## src/rtl/idex_stage_pkg.sv

```systemverilog
// Shared types for the ID/EX pipeline register: zero-register number, ALU op encoding,
// the control bundle carried into EX, and the register-match helper used for bypass and hazards.
package idex_stage_pkg;

   localparam logic [4:0] XZR = 5'd31;

   typedef enum logic [3:0] {
      ALU_AND   = 4'b0000,
      ALU_ORR   = 4'b0001,
      ALU_ADD   = 4'b0010,
      ALU_SUB   = 4'b0110,
      ALU_PASSB = 4'b0111,
      ALU_NOR   = 4'b1100
   } alu_op_e;

   typedef struct packed {
      logic    regwrite;
      logic    memread;
      logic    memwrite;
      logic    memtoreg;
      logic    alusrc;
      alu_op_e alucontrol;
   } ctrl_t;

   localparam ctrl_t CTRL_NOP = ctrl_t'(9'd0);

   // XZR is hard-wired zero, so a write to it never produces a usable value.
   function automatic logic reg_match(input logic we, input logic [4:0] wa, input logic [4:0] ra);
      return we && (wa == ra) && (ra != XZR);
   endfunction

endpackage

```

## src/rtl/idex_stage_fwd_mux.sv

```systemverilog
// EX operand forwarding: the youngest producer (EX/MEM) wins over MEM/WB, else the captured value.
module fwd_mux
   import idex_stage_pkg::*;
#(
   parameter int W = 64
) (
   input  logic [4:0]   ra,
   input  logic [W-1:0] stored,
   input  logic         exmem_regwrite,
   input  logic [4:0]   exmem_wa,
   input  logic [W-1:0] exmem_res,
   input  logic         memwb_regwrite,
   input  logic [4:0]   memwb_wa,
   input  logic [W-1:0] memwb_wd,
   output logic [W-1:0] op
);

   // Priority select between the two downstream producers and the stored operand.
   always_comb begin
      op = stored;
      if (reg_match(exmem_regwrite, exmem_wa, ra)) begin
         op = exmem_res;
      end else if (reg_match(memwb_regwrite, memwb_wa, ra)) begin
         op = memwb_wd;
      end else begin
         op = stored;
      end
   end

endmodule

```

## src/rtl/idex_stage.sv

```systemverilog
// ID/EX pipeline register with write-back bypass at capture, load-use stall detection,
// EX operand forwarding and a saturating stall counter.
module idex_stage
   import idex_stage_pkg::*;
#(
   parameter int W  = 64,
   parameter int CW = 32
) (
   input  logic          clk,
   input  logic          reset,
   input  logic          valid_id,
   input  logic [4:0]    ra1_id,
   input  logic [4:0]    ra2_id,
   input  logic [4:0]    wa_id,
   input  logic [W-1:0]  rd1_id,
   input  logic [W-1:0]  rd2_id,
   input  logic [W-1:0]  imm_id,
   input  logic          regwrite_id,
   input  logic          memread_id,
   input  logic          memwrite_id,
   input  logic          memtoreg_id,
   input  logic          alusrc_id,
   input  logic          usesb_id,
   input  logic [3:0]    alucontrol_id,
   input  logic          flush,
   input  logic          exmem_regwrite,
   input  logic          memwb_regwrite,
   input  logic [4:0]    exmem_wa,
   input  logic [4:0]    memwb_wa,
   input  logic [W-1:0]  exmem_res,
   input  logic [W-1:0]  memwb_wd,
   output logic          stall,
   output logic          valid_ex,
   output logic          regwrite_ex,
   output logic          memread_ex,
   output logic          memwrite_ex,
   output logic          memtoreg_ex,
   output logic          alusrc_ex,
   output logic [3:0]    alucontrol_ex,
   output logic [4:0]    wa_ex,
   output logic [W-1:0]  imm_ex,
   output logic [W-1:0]  opa_ex,
   output logic [W-1:0]  opb_ex,
   output logic [CW-1:0] stall_cnt
);

   logic          valid_ex_r;
   ctrl_t         ctrl_ex_r;
   logic [4:0]    ra1_ex_r;
   logic [4:0]    ra2_ex_r;
   logic [4:0]    wa_ex_r;
   logic [W-1:0]  a_ex_r;
   logic [W-1:0]  b_ex_r;
   logic [W-1:0]  imm_ex_r;
   logic [CW-1:0] stall_cnt_r;

   ctrl_t         ctrl_id_s;
   logic [W-1:0]  a_id_s;
   logic [W-1:0]  b_id_s;
   logic          stall_s;
   logic          bubble_s;

   // Load-use hazard against the load now in EX; a flush kills the dependent anyway.
   always_comb begin
      stall_s = 1'b0;
      if (valid_id && valid_ex_r && ctrl_ex_r.memread && !flush &&
          (reg_match(1'b1, wa_ex_r, ra1_id) || (usesb_id && reg_match(1'b1, wa_ex_r, ra2_id)))) begin
         stall_s = 1'b1;
      end else begin
         stall_s = 1'b0;
      end
      bubble_s = flush | stall_s;
   end

   // Capture-side values: side-effect controls gated by valid, WB bypass, XZR reads as zero.
   always_comb begin
      ctrl_id_s.regwrite   = regwrite_id & valid_id;
      ctrl_id_s.memread    = memread_id & valid_id;
      ctrl_id_s.memwrite   = memwrite_id & valid_id;
      ctrl_id_s.memtoreg   = memtoreg_id;
      ctrl_id_s.alusrc     = alusrc_id;
      ctrl_id_s.alucontrol = alu_op_e'(alucontrol_id);
      a_id_s = rd1_id;
      b_id_s = rd2_id;
      if (ra1_id == XZR) begin
         a_id_s = '0;
      end else if (reg_match(memwb_regwrite, memwb_wa, ra1_id)) begin
         a_id_s = memwb_wd;
      end else begin
         a_id_s = rd1_id;
      end
      if (ra2_id == XZR) begin
         b_id_s = '0;
      end else if (reg_match(memwb_regwrite, memwb_wa, ra2_id)) begin
         b_id_s = memwb_wd;
      end else begin
         b_id_s = rd2_id;
      end
   end

   // ID/EX pipeline register; a bubble points both sources at XZR so nothing forwards into it.
   always_ff @(posedge clk or negedge reset) begin
      if (!reset) begin
         valid_ex_r <= 1'b0;
         ctrl_ex_r  <= CTRL_NOP;
         ra1_ex_r   <= XZR;
         ra2_ex_r   <= XZR;
         wa_ex_r    <= XZR;
         a_ex_r     <= '0;
         b_ex_r     <= '0;
         imm_ex_r   <= '0;
      end else if (bubble_s) begin
         valid_ex_r <= 1'b0;
         ctrl_ex_r  <= CTRL_NOP;
         ra1_ex_r   <= XZR;
         ra2_ex_r   <= XZR;
         wa_ex_r    <= XZR;
         a_ex_r     <= '0;
         b_ex_r     <= '0;
         imm_ex_r   <= '0;
      end else begin
         valid_ex_r <= valid_id;
         ctrl_ex_r  <= ctrl_id_s;
         ra1_ex_r   <= ra1_id;
         ra2_ex_r   <= ra2_id;
         wa_ex_r    <= wa_id;
         a_ex_r     <= a_id_s;
         b_ex_r     <= b_id_s;
         imm_ex_r   <= imm_id;
      end
   end

   // Saturating count of stall cycles.
   always_ff @(posedge clk or negedge reset) begin
      if (!reset) begin
         stall_cnt_r <= '0;
      end else if (stall_s && (stall_cnt_r != {CW{1'b1}})) begin
         stall_cnt_r <= stall_cnt_r + {{(CW-1){1'b0}}, 1'b1};
      end else begin
         stall_cnt_r <= stall_cnt_r;
      end
   end

   fwd_mux #(.W(W)) u_fwd_a (
      .ra             (ra1_ex_r),
      .stored         (a_ex_r),
      .exmem_regwrite (exmem_regwrite),
      .exmem_wa       (exmem_wa),
      .exmem_res      (exmem_res),
      .memwb_regwrite (memwb_regwrite),
      .memwb_wa       (memwb_wa),
      .memwb_wd       (memwb_wd),
      .op             (opa_ex)
   );

   fwd_mux #(.W(W)) u_fwd_b (
      .ra             (ra2_ex_r),
      .stored         (b_ex_r),
      .exmem_regwrite (exmem_regwrite),
      .exmem_wa       (exmem_wa),
      .exmem_res      (exmem_res),
      .memwb_regwrite (memwb_regwrite),
      .memwb_wa       (memwb_wa),
      .memwb_wd       (memwb_wd),
      .op             (opb_ex)
   );

   assign stall         = stall_s;
   assign valid_ex      = valid_ex_r;
   assign regwrite_ex   = ctrl_ex_r.regwrite;
   assign memread_ex    = ctrl_ex_r.memread;
   assign memwrite_ex   = ctrl_ex_r.memwrite;
   assign memtoreg_ex   = ctrl_ex_r.memtoreg;
   assign alusrc_ex     = ctrl_ex_r.alusrc;
   assign alucontrol_ex = ctrl_ex_r.alucontrol;
   assign wa_ex         = wa_ex_r;
   assign imm_ex        = imm_ex_r;
   assign stall_cnt     = stall_cnt_r;

endmodule

```

## config.mk

```make
export PLATFORM = sky130hd
export DESIGN_NAME = idex_stage
export DESIGN_NICKNAME = d
export VERILOG_FILES = /design/src/rtl/idex_stage_pkg.sv /design/src/rtl/idex_stage_fwd_mux.sv /design/src/rtl/idex_stage.sv
export SDC_FILE = /design/constraint.sdc
export NUM_CORES = 1
export LEC_CHECK = 0
export CAP_MARGIN = 20
export CORE_AREA = 5 5 231 233
export CTS_CLUSTER_SIZE = 12
export DETAILED_ROUTE_END_ITERATION = 16
export DIE_AREA = 0 0 236 238
export GPL_TIMING_DRIVEN = 0
export PLACE_DENSITY = 0.62
export SYNTH_ARGS = -nofsm -noshare
export SYNTH_HDL_FRONTEND = slang
export SYNTH_HIERARCHICAL = 1
export SYNTH_SLANG_ARGS = --single-unit
```

## constraint.sdc

```tcl
create_clock -name clk -period 1.75 [get_ports clk]
set_input_delay 0.35 -clock clk [delete_from_list [all_inputs] [get_ports clk]]
set_output_delay 0.35 -clock clk [all_outputs]
set_load 0.01 [all_outputs]
```

==> impl_metrics.csv, run 1 <==
group,metric,value,unit
floorplan,die_w,236,um
detailed_routing,first_pass_iters,5,
timing,slew_viol_final,0,
yosys,synth_edf_count,0,
yosys,avgSynthCellArea,8.58,sq um
worst_setup_path,r2r_slack,-0.31,ns
pwr,power_switching,5.00,mW
global_route,use_met2,0.445,
global_route,grt_pass1_vias,16049,
yosys,ys.flop_type,"dfrtp_1",
status,status,"complete, but fails checks",
pwr,p_clk_frac,0.386,
clocking,clkSinkCount,249,
detailed_routing,drt-initial-drc-count,1069,
detailed_routing,drt-total-wl,75.9,mm
pwr,p_comb_frac,0.257,
pwr,swShare,0.289,
detailed_routing,drtAntennaViolNets,0,
pwr,power,17.3,mW
global_route,grt_first_pass_wirelength,107,mm
floorplan,core.rowCount,83,
yosys,async_flop_share,1.00,
timing,tns,-202.98,ns
finish,final_common_cell,"clkdlybuf4s50_1",
timing,max_slew_margin,0.484,
min_path,hp-start,"ra2_id[2]",
timing,final_hold_viol_count,0,
status,failed_checks,"setup timing",
worst_setup_path,crit_chain,"xnor2_2, nand4_1, or2_4, buf_12, buf_12, a31oi_1, buf_4",
timing,min_period,2.91,ns
worst_setup_path,cp_num_buf_inv,3,
pwr,intPower,12.3,mW
placement,routabilityCongestion,0.946,
timing,whs,0.223,ns
yosys,yosys_warnings,6,
global_route,grt_max_degree,118,
global_route,met3_usage,0.0819,
finish,synthToLayoutAreaGrowth,86.3,%
yosys,netlist_area,13700,sq um
floorplan,dieArea,56200,sq um
clocking,htreeDepth,1,
yosys,ys_types,48,
worst_setup_path,crit_slowest_cell,"dfstp_2",
pwr,p_per_area,675,nW/um^2
floorplan,ios,601,
worst_setup_path,reg2regPathDepth,8,
clocking,cts_tree,"built",
clocking,numCtsBuffers,31,
yosys,synth-seq-cells,249,
min_path,whs_endpoint,"ra2_ex_r[2]",
finish,final_cell_area,25600,sq um
yosys,synth_nets,1963,
clocking,clock_path_buffers,3,
global_route,antenna_found_initial,14,
floorplan,core,51000,sq um
detailed_routing,wl_per_cell,25.3,um
worst_setup_path,critPathKind,"flip-flop to output pin",
worst_setup_path,crit_fanout,10,
finish,final_cell_mix,"clkdlybuf4s50_1, nand3_1, dfrtp_1",
worst_setup_path,r2r_end,"stall_cnt[13]",
yosys,seq_area_frac_synth,0.455,
placement,preCtsSetupSlack,-2.10,ns
clocking,clk_pin_slew,0.06,ns
floorplan,start_util,0.269,
timing,setup_viol,470,
timing,fmax,344,MHz
global_route,use_met1,0.286,
min_path,whs_path_depth,2,
worst_setup_path,worstPathRequired,1.40,ns
global_route,grt_usage,0.249,
timing,layout_setup_ws,-1.16,ns
detailed_routing,drc,0,
finish,layout.cells.non_filler,3006,
placement,portBuffers,600,
detailed_routing,vias,15943,
yosys,netlist_instances,1601,
floorplan,die_h,238,um
global_route,overflow,0,
placement,place_hpwl,55.2,mm
timing,fin_skew,0.00840,ns
worst_setup_path,slowest_delay,0.62,ns
clocking,clkLatencyLatePin,0.58,ns
placement,dp.cells,2885,
finish,fin_nets,2653,
flow_run,max-cap-violations,0,
placement,dpl-instance-area,21400,sq um
min_path,hp-class,"input pin to flip-flop",
worst_setup_path,cp-start-kind,"flip-flop",
finish,drive_gt1_frac,0.319,
worst_setup_path,r2r_start,"stall_cnt[0]",
worst_setup_path,cp.arrival,2.56,ns
finish,final_util,0.502,
worst_setup_path,path_delay_family,"flip-flops",
timing,period_share,1.66,
global_route,busiest_layer,"met2",
detailed_routing,viasPerCell,5.30,
worst_setup_path,cp-end-kind,"output pin",
clocking,clockRootBuffer,"clkbuf_16",
finish,n_fill_cell,4681,
worst_setup_path,cpMostUsedCell,"buf_12",
pwr,share_seq_of_total_power,0.357,
timing,rsz0062_at_grt,"yes",
pwr,irDropWorstVdd,0.707,mV
timing,tightest_slew,0.774,ns
worst_setup_path,cp-startpoint,"ra2_ex_r[4]",
pwr,leakage,9.95,nW
state kept, by name, indices dropped and copies added, names as in the netlist, 4 cells and up:
name / flops
a_ex_r: 64
b_ex_r: 64
imm_ex: 64
stall_cnt: 32
ra1_ex_r: 5
ra2_ex_r: 5
wa_ex: 5
alucontrol_ex: 4
worst max path at each step:
stage | end | slack (ns) | depth (start not counted)
after floorplan | opa_ex[12] | -0.14 | 6
after global placement | stall_cnt[0] | -11.76 | 1
after detailed placement | opb_ex[3] | -2.10 | 7
after CTS | opa_ex[1] | -1.16 | 6
after global routing | opa_ex[35] | -1.29 | 7
final | opb_ex[34] | -1.16 | 7
what timing repair did:
item	in CTS	in global routing
gates resized for setup	855	354
setup buffers	16	20
setup endpoints to repair	484	484
gates cloned	6	10
hold endpoints to repair	27	0
hold buffers	1	0
pin swaps	45	28
synthesized netlist by cell type, types with 4 or more instances:
library cell  number  share of area
a21oi_1          128          0.047
or3_1             14         0.0064
xor2_1            32          0.020
inv_1              6         0.0016
a31oi_1          128          0.058
nor2_1            20         0.0055
o21ai_1           10         0.0036
and4_1             6         0.0038
and2_1            74          0.034
o21ai_0          119          0.043
buf_4             52          0.028
clkbuf_1          21         0.0057
buf_1              5         0.0014
buf_2             66          0.024
nand2_1          145          0.040
xnor2_1           35          0.022
and3_1             7         0.0032
nor4_1             7         0.0032
clkbuf_2          16         0.0058
nor3_1           134          0.049
nand4_2            4         0.0036
dfstp_2           15          0.029
dfrtp_1          234           0.43
nand4_1           20         0.0091
nand3_1          270          0.098
cell families after synthesis:
| family | Yosys count | share of synthesized area |
|---|---|---|
| adders and majority gates | 1 | 0.000911 |
| DFF | 249 | 0.455 |
| muxes | 2 | 0.00155 |
| and+or+nand+nor | 717 | 0.268 |
| buffers and inverters | 169 | 0.0690 |
| xor gates and xnor gates | 69 | 0.0451 |
| AOI/OAI and AO/OA | 394 | 0.160 |
routing by layer:
layer / routed length [um] / up-vias
met4: 2580 / 14
met5: 87 / -
met1: 28000 / 7798
li1: - / 7182
met2: 37900 / 789
met3: 7290 / 160
final cells by class:
| type | instances | area, sq um | area share |
|---|---|---|---|
| well taps | 680 | 851 | 0.0332 |
| repair buffers | 657 | 6710 | 0.262 |
| plain buffers | 162 | 1640 | 0.0639 |
| flip-flops and latches | 249 | 6250 | 0.244 |
| clock inverters | 16 | 176 | 0.00689 |
| inverters | 7 | 31.3 | 0.00122 |
| multi-input cells | 1183 | 9020 | 0.352 |
| diodes | 11 | 27.5 | 0.00108 |
| clock buffers | 41 | 883 | 0.0345 |
power by group through the flow:
| stage | logic [mW] | registers (mW) | clock network, mW |
|---|---|---|---|
| final | 4.45 | 6.17 | 6.67 |
| after global placement | 3.71 | 6.26 | 0 |
| after floorplan | 1.38 | 6.27 | 0 |
| after global routing | 4.69 | 6.19 | 7.01 |
| after detailed placement | 3.76 | 6.25 | 0 |
| after CTS | 4.01 | 6.16 | 6.84 |
(Power assumes the default switching activity.)
==> run 2: changes to the inputs <==
- PLACE_DENSITY: 0.62 -> unset
- SLEW_MARGIN: unset -> 20
==> impl_metrics.csv, run 2 (synthesized netlist as in run 1, its figures left out) <==
group,metric,value,unit
detailed_routing,first_pass_iters,5,
global_route,grt_first_pass_wirelength,106,mm
timing,setup_viol,476,
worst_setup_path,reg2regPathDepth,10,
detailed_routing,wl_per_cell,25.2,um
placement,dpl-instance-area,21400,sq um
clocking,numCtsBuffers,31,
timing,min_period,2.90,ns
global_route,grt_usage,0.246,
worst_setup_path,worstPathRequired,1.40,ns
clocking,clkSinkCount,249,
timing,rsz0062_at_grt,"yes",
global_route,use_met2,0.428,
floorplan,start_util,0.269,
timing,slew_viol_final,0,
finish,drive_gt1_frac,0.321,
clocking,clkLatencyLatePin,0.59,ns
clocking,clk_pin_slew,0.06,ns
detailed_routing,vias,16083,
detailed_routing,drtAntennaViolNets,0,
min_path,whs_endpoint,"ra2_ex_r[0]",
finish,final_cell_mix,"clkdlybuf4s50_1, nand3_1, dfrtp_1",
finish,final_cell_area,25700,sq um
finish,fin_nets,2656,
pwr,irDropWorstVdd,0.833,mV
flow_run,max-cap-violations,0,
status,failed_checks,"setup timing",
clocking,clock_path_buffers,3,
global_route,grt_pass1_vias,16212,
worst_setup_path,crit_fanout,10,
worst_setup_path,cp-end-kind,"output pin",
worst_setup_path,crit_chain,"xnor2_2, nand4_1, buf_4, buf_2, o21ai_1, a31oi_4, buf_6",
timing,layout_setup_ws,-1.15,ns
placement,portBuffers,600,
placement,routabilityCongestion,0.948,
detailed_routing,viasPerCell,5.35,
status,status,"complete, but fails checks",
global_route,antenna_found_initial,19,
global_route,busiest_layer,"met2",
timing,tightest_slew,0.636,ns
floorplan,die_h,238,um
floorplan,core,51000,sq um
worst_setup_path,r2r_start,"wa_ex[2]",
finish,final_common_cell,"clkdlybuf4s50_1",
finish,synthToLayoutAreaGrowth,87.0,%
worst_setup_path,cp-start-kind,"flip-flop",
worst_setup_path,r2r_slack,-0.32,ns
detailed_routing,drt-total-wl,75.7,mm
min_path,hp-start,"ra2_id[0]",
clocking,clockRootBuffer,"clkbuf_16",
min_path,hp-class,"input pin to flip-flop",
pwr,p_per_area,683,nW/um^2
worst_setup_path,slowest_delay,0.61,ns
worst_setup_path,path_delay_family,"flip-flops",
timing,whs,0.155,ns
global_route,overflow,0,
detailed_routing,drc,0,
worst_setup_path,critPathKind,"flip-flop to output pin",
worst_setup_path,cp.arrival,2.55,ns
floorplan,core.rowCount,83,
floorplan,ios,601,
worst_setup_path,r2r_end,"a_ex_r[26]",
clocking,htreeDepth,1,
detailed_routing,drt-initial-drc-count,1059,
timing,fmax,345,MHz
timing,max_slew_margin,0.576,
timing,period_share,1.66,
worst_setup_path,cp_num_buf_inv,3,
min_path,whs_path_depth,3,
timing,fin_skew,0.0143,ns
pwr,leakage,10.0,nW
placement,place_hpwl,55.2,mm
global_route,use_met1,0.289,
floorplan,die_w,236,um
floorplan,dieArea,56200,sq um
timing,final_hold_viol_count,0,
finish,n_fill_cell,4718,
global_route,met3_usage,0.0779,
clocking,cts_tree,"built",
worst_setup_path,crit_slowest_cell,"dfstp_2",
global_route,grt_max_degree,94,
==> run 2: tightest hold or removal path, cell delays in order <==
cell and delay (ns):
dlymetal6s2s_1 0.20, inv_1 0.13, nand2_1 0.06
==> run 2: metal layers <==
| metal | vias up | wire length [um] |
|---|---|---|
| li1 | 7196 | - |
| met1 | 7893 | 28400 |
| met2 | 801 | 37200 |
| met3 | 171 | 6780 |
| met4 | 22 | 3070 |
| met5 | - | 159 |
==> run 2: cell type report <==
type,count,area (sq um),share of cell area
diodes,9,22.5,0.000877
plain buffers,159,1570,0.0611
clock buffers,46,912,0.0355
clock inverters,11,178,0.00692
inverters,7,28.8,0.00112
multi-input cells,1183,9070,0.353
flip-flops and latches,249,6250,0.243
well taps,680,851,0.0331
repair buffers,663,6800,0.265
==> run 2: how the worst max path moves through the flow <==
stage | from | to | slack, ns | cells after the start
floorplan | ra1_ex_r[1] | opa_ex[12] | -0.14 | 6
CTS | ra1_ex_r[4] | opa_ex[10] | -1.15 | 7
global route | ra1_ex_r[4] | opa_ex[47] | -1.25 | 8
detailed placement | memwb_wa[3] | opb_ex[3] | -1.91 | 7
global placement | reset | stall_cnt[3] | -11.72 | 1
finish | ra1_ex_r[2] | opa_ex[21] | -1.15 | 7
==> run 2: through the flow <==
step | std cells | util | worst slack [ns] | setup TNS [ns] | power (mW)
4_1_cts | 2970 | 0.458 | -1.15 | -273.83 | 17.1
3_5_place_dp | 2884 | 0.419 | -1.91 | -525.29 | 10.0
3_3_place_gp | 2881 | 0.418 | -11.72 | -3163.38 | 9.99
2_1_floorplan | 1601 | - | -0.135 | -27.64 | 7.66
6_report | 3007 | 0.504 | -1.15 | -208.22 | 17.6
5_1_grt | 3003 | 0.504 | -1.25 | -250.96 | 18.2
==> run 2: power breakdown <==
part / leakage [nW] / internal, mW / switching (mW)
registers: 3.20 / 6.05 / 0.112
clock network: 0.538 / 4.19 / 2.72
logic: 6.28 / 2.27 / 2.22
total: 10.0 / 12.5 / 5.05
==> run 2: repair_timing <==
action,in CTS,in global routing
pin swaps,34,29
hold buffers,1,0
gates cloned,2,13
setup endpoints to repair,486,477
buffers inserted,27,17
hold endpoints to repair,71,0
resized for setup,811,413
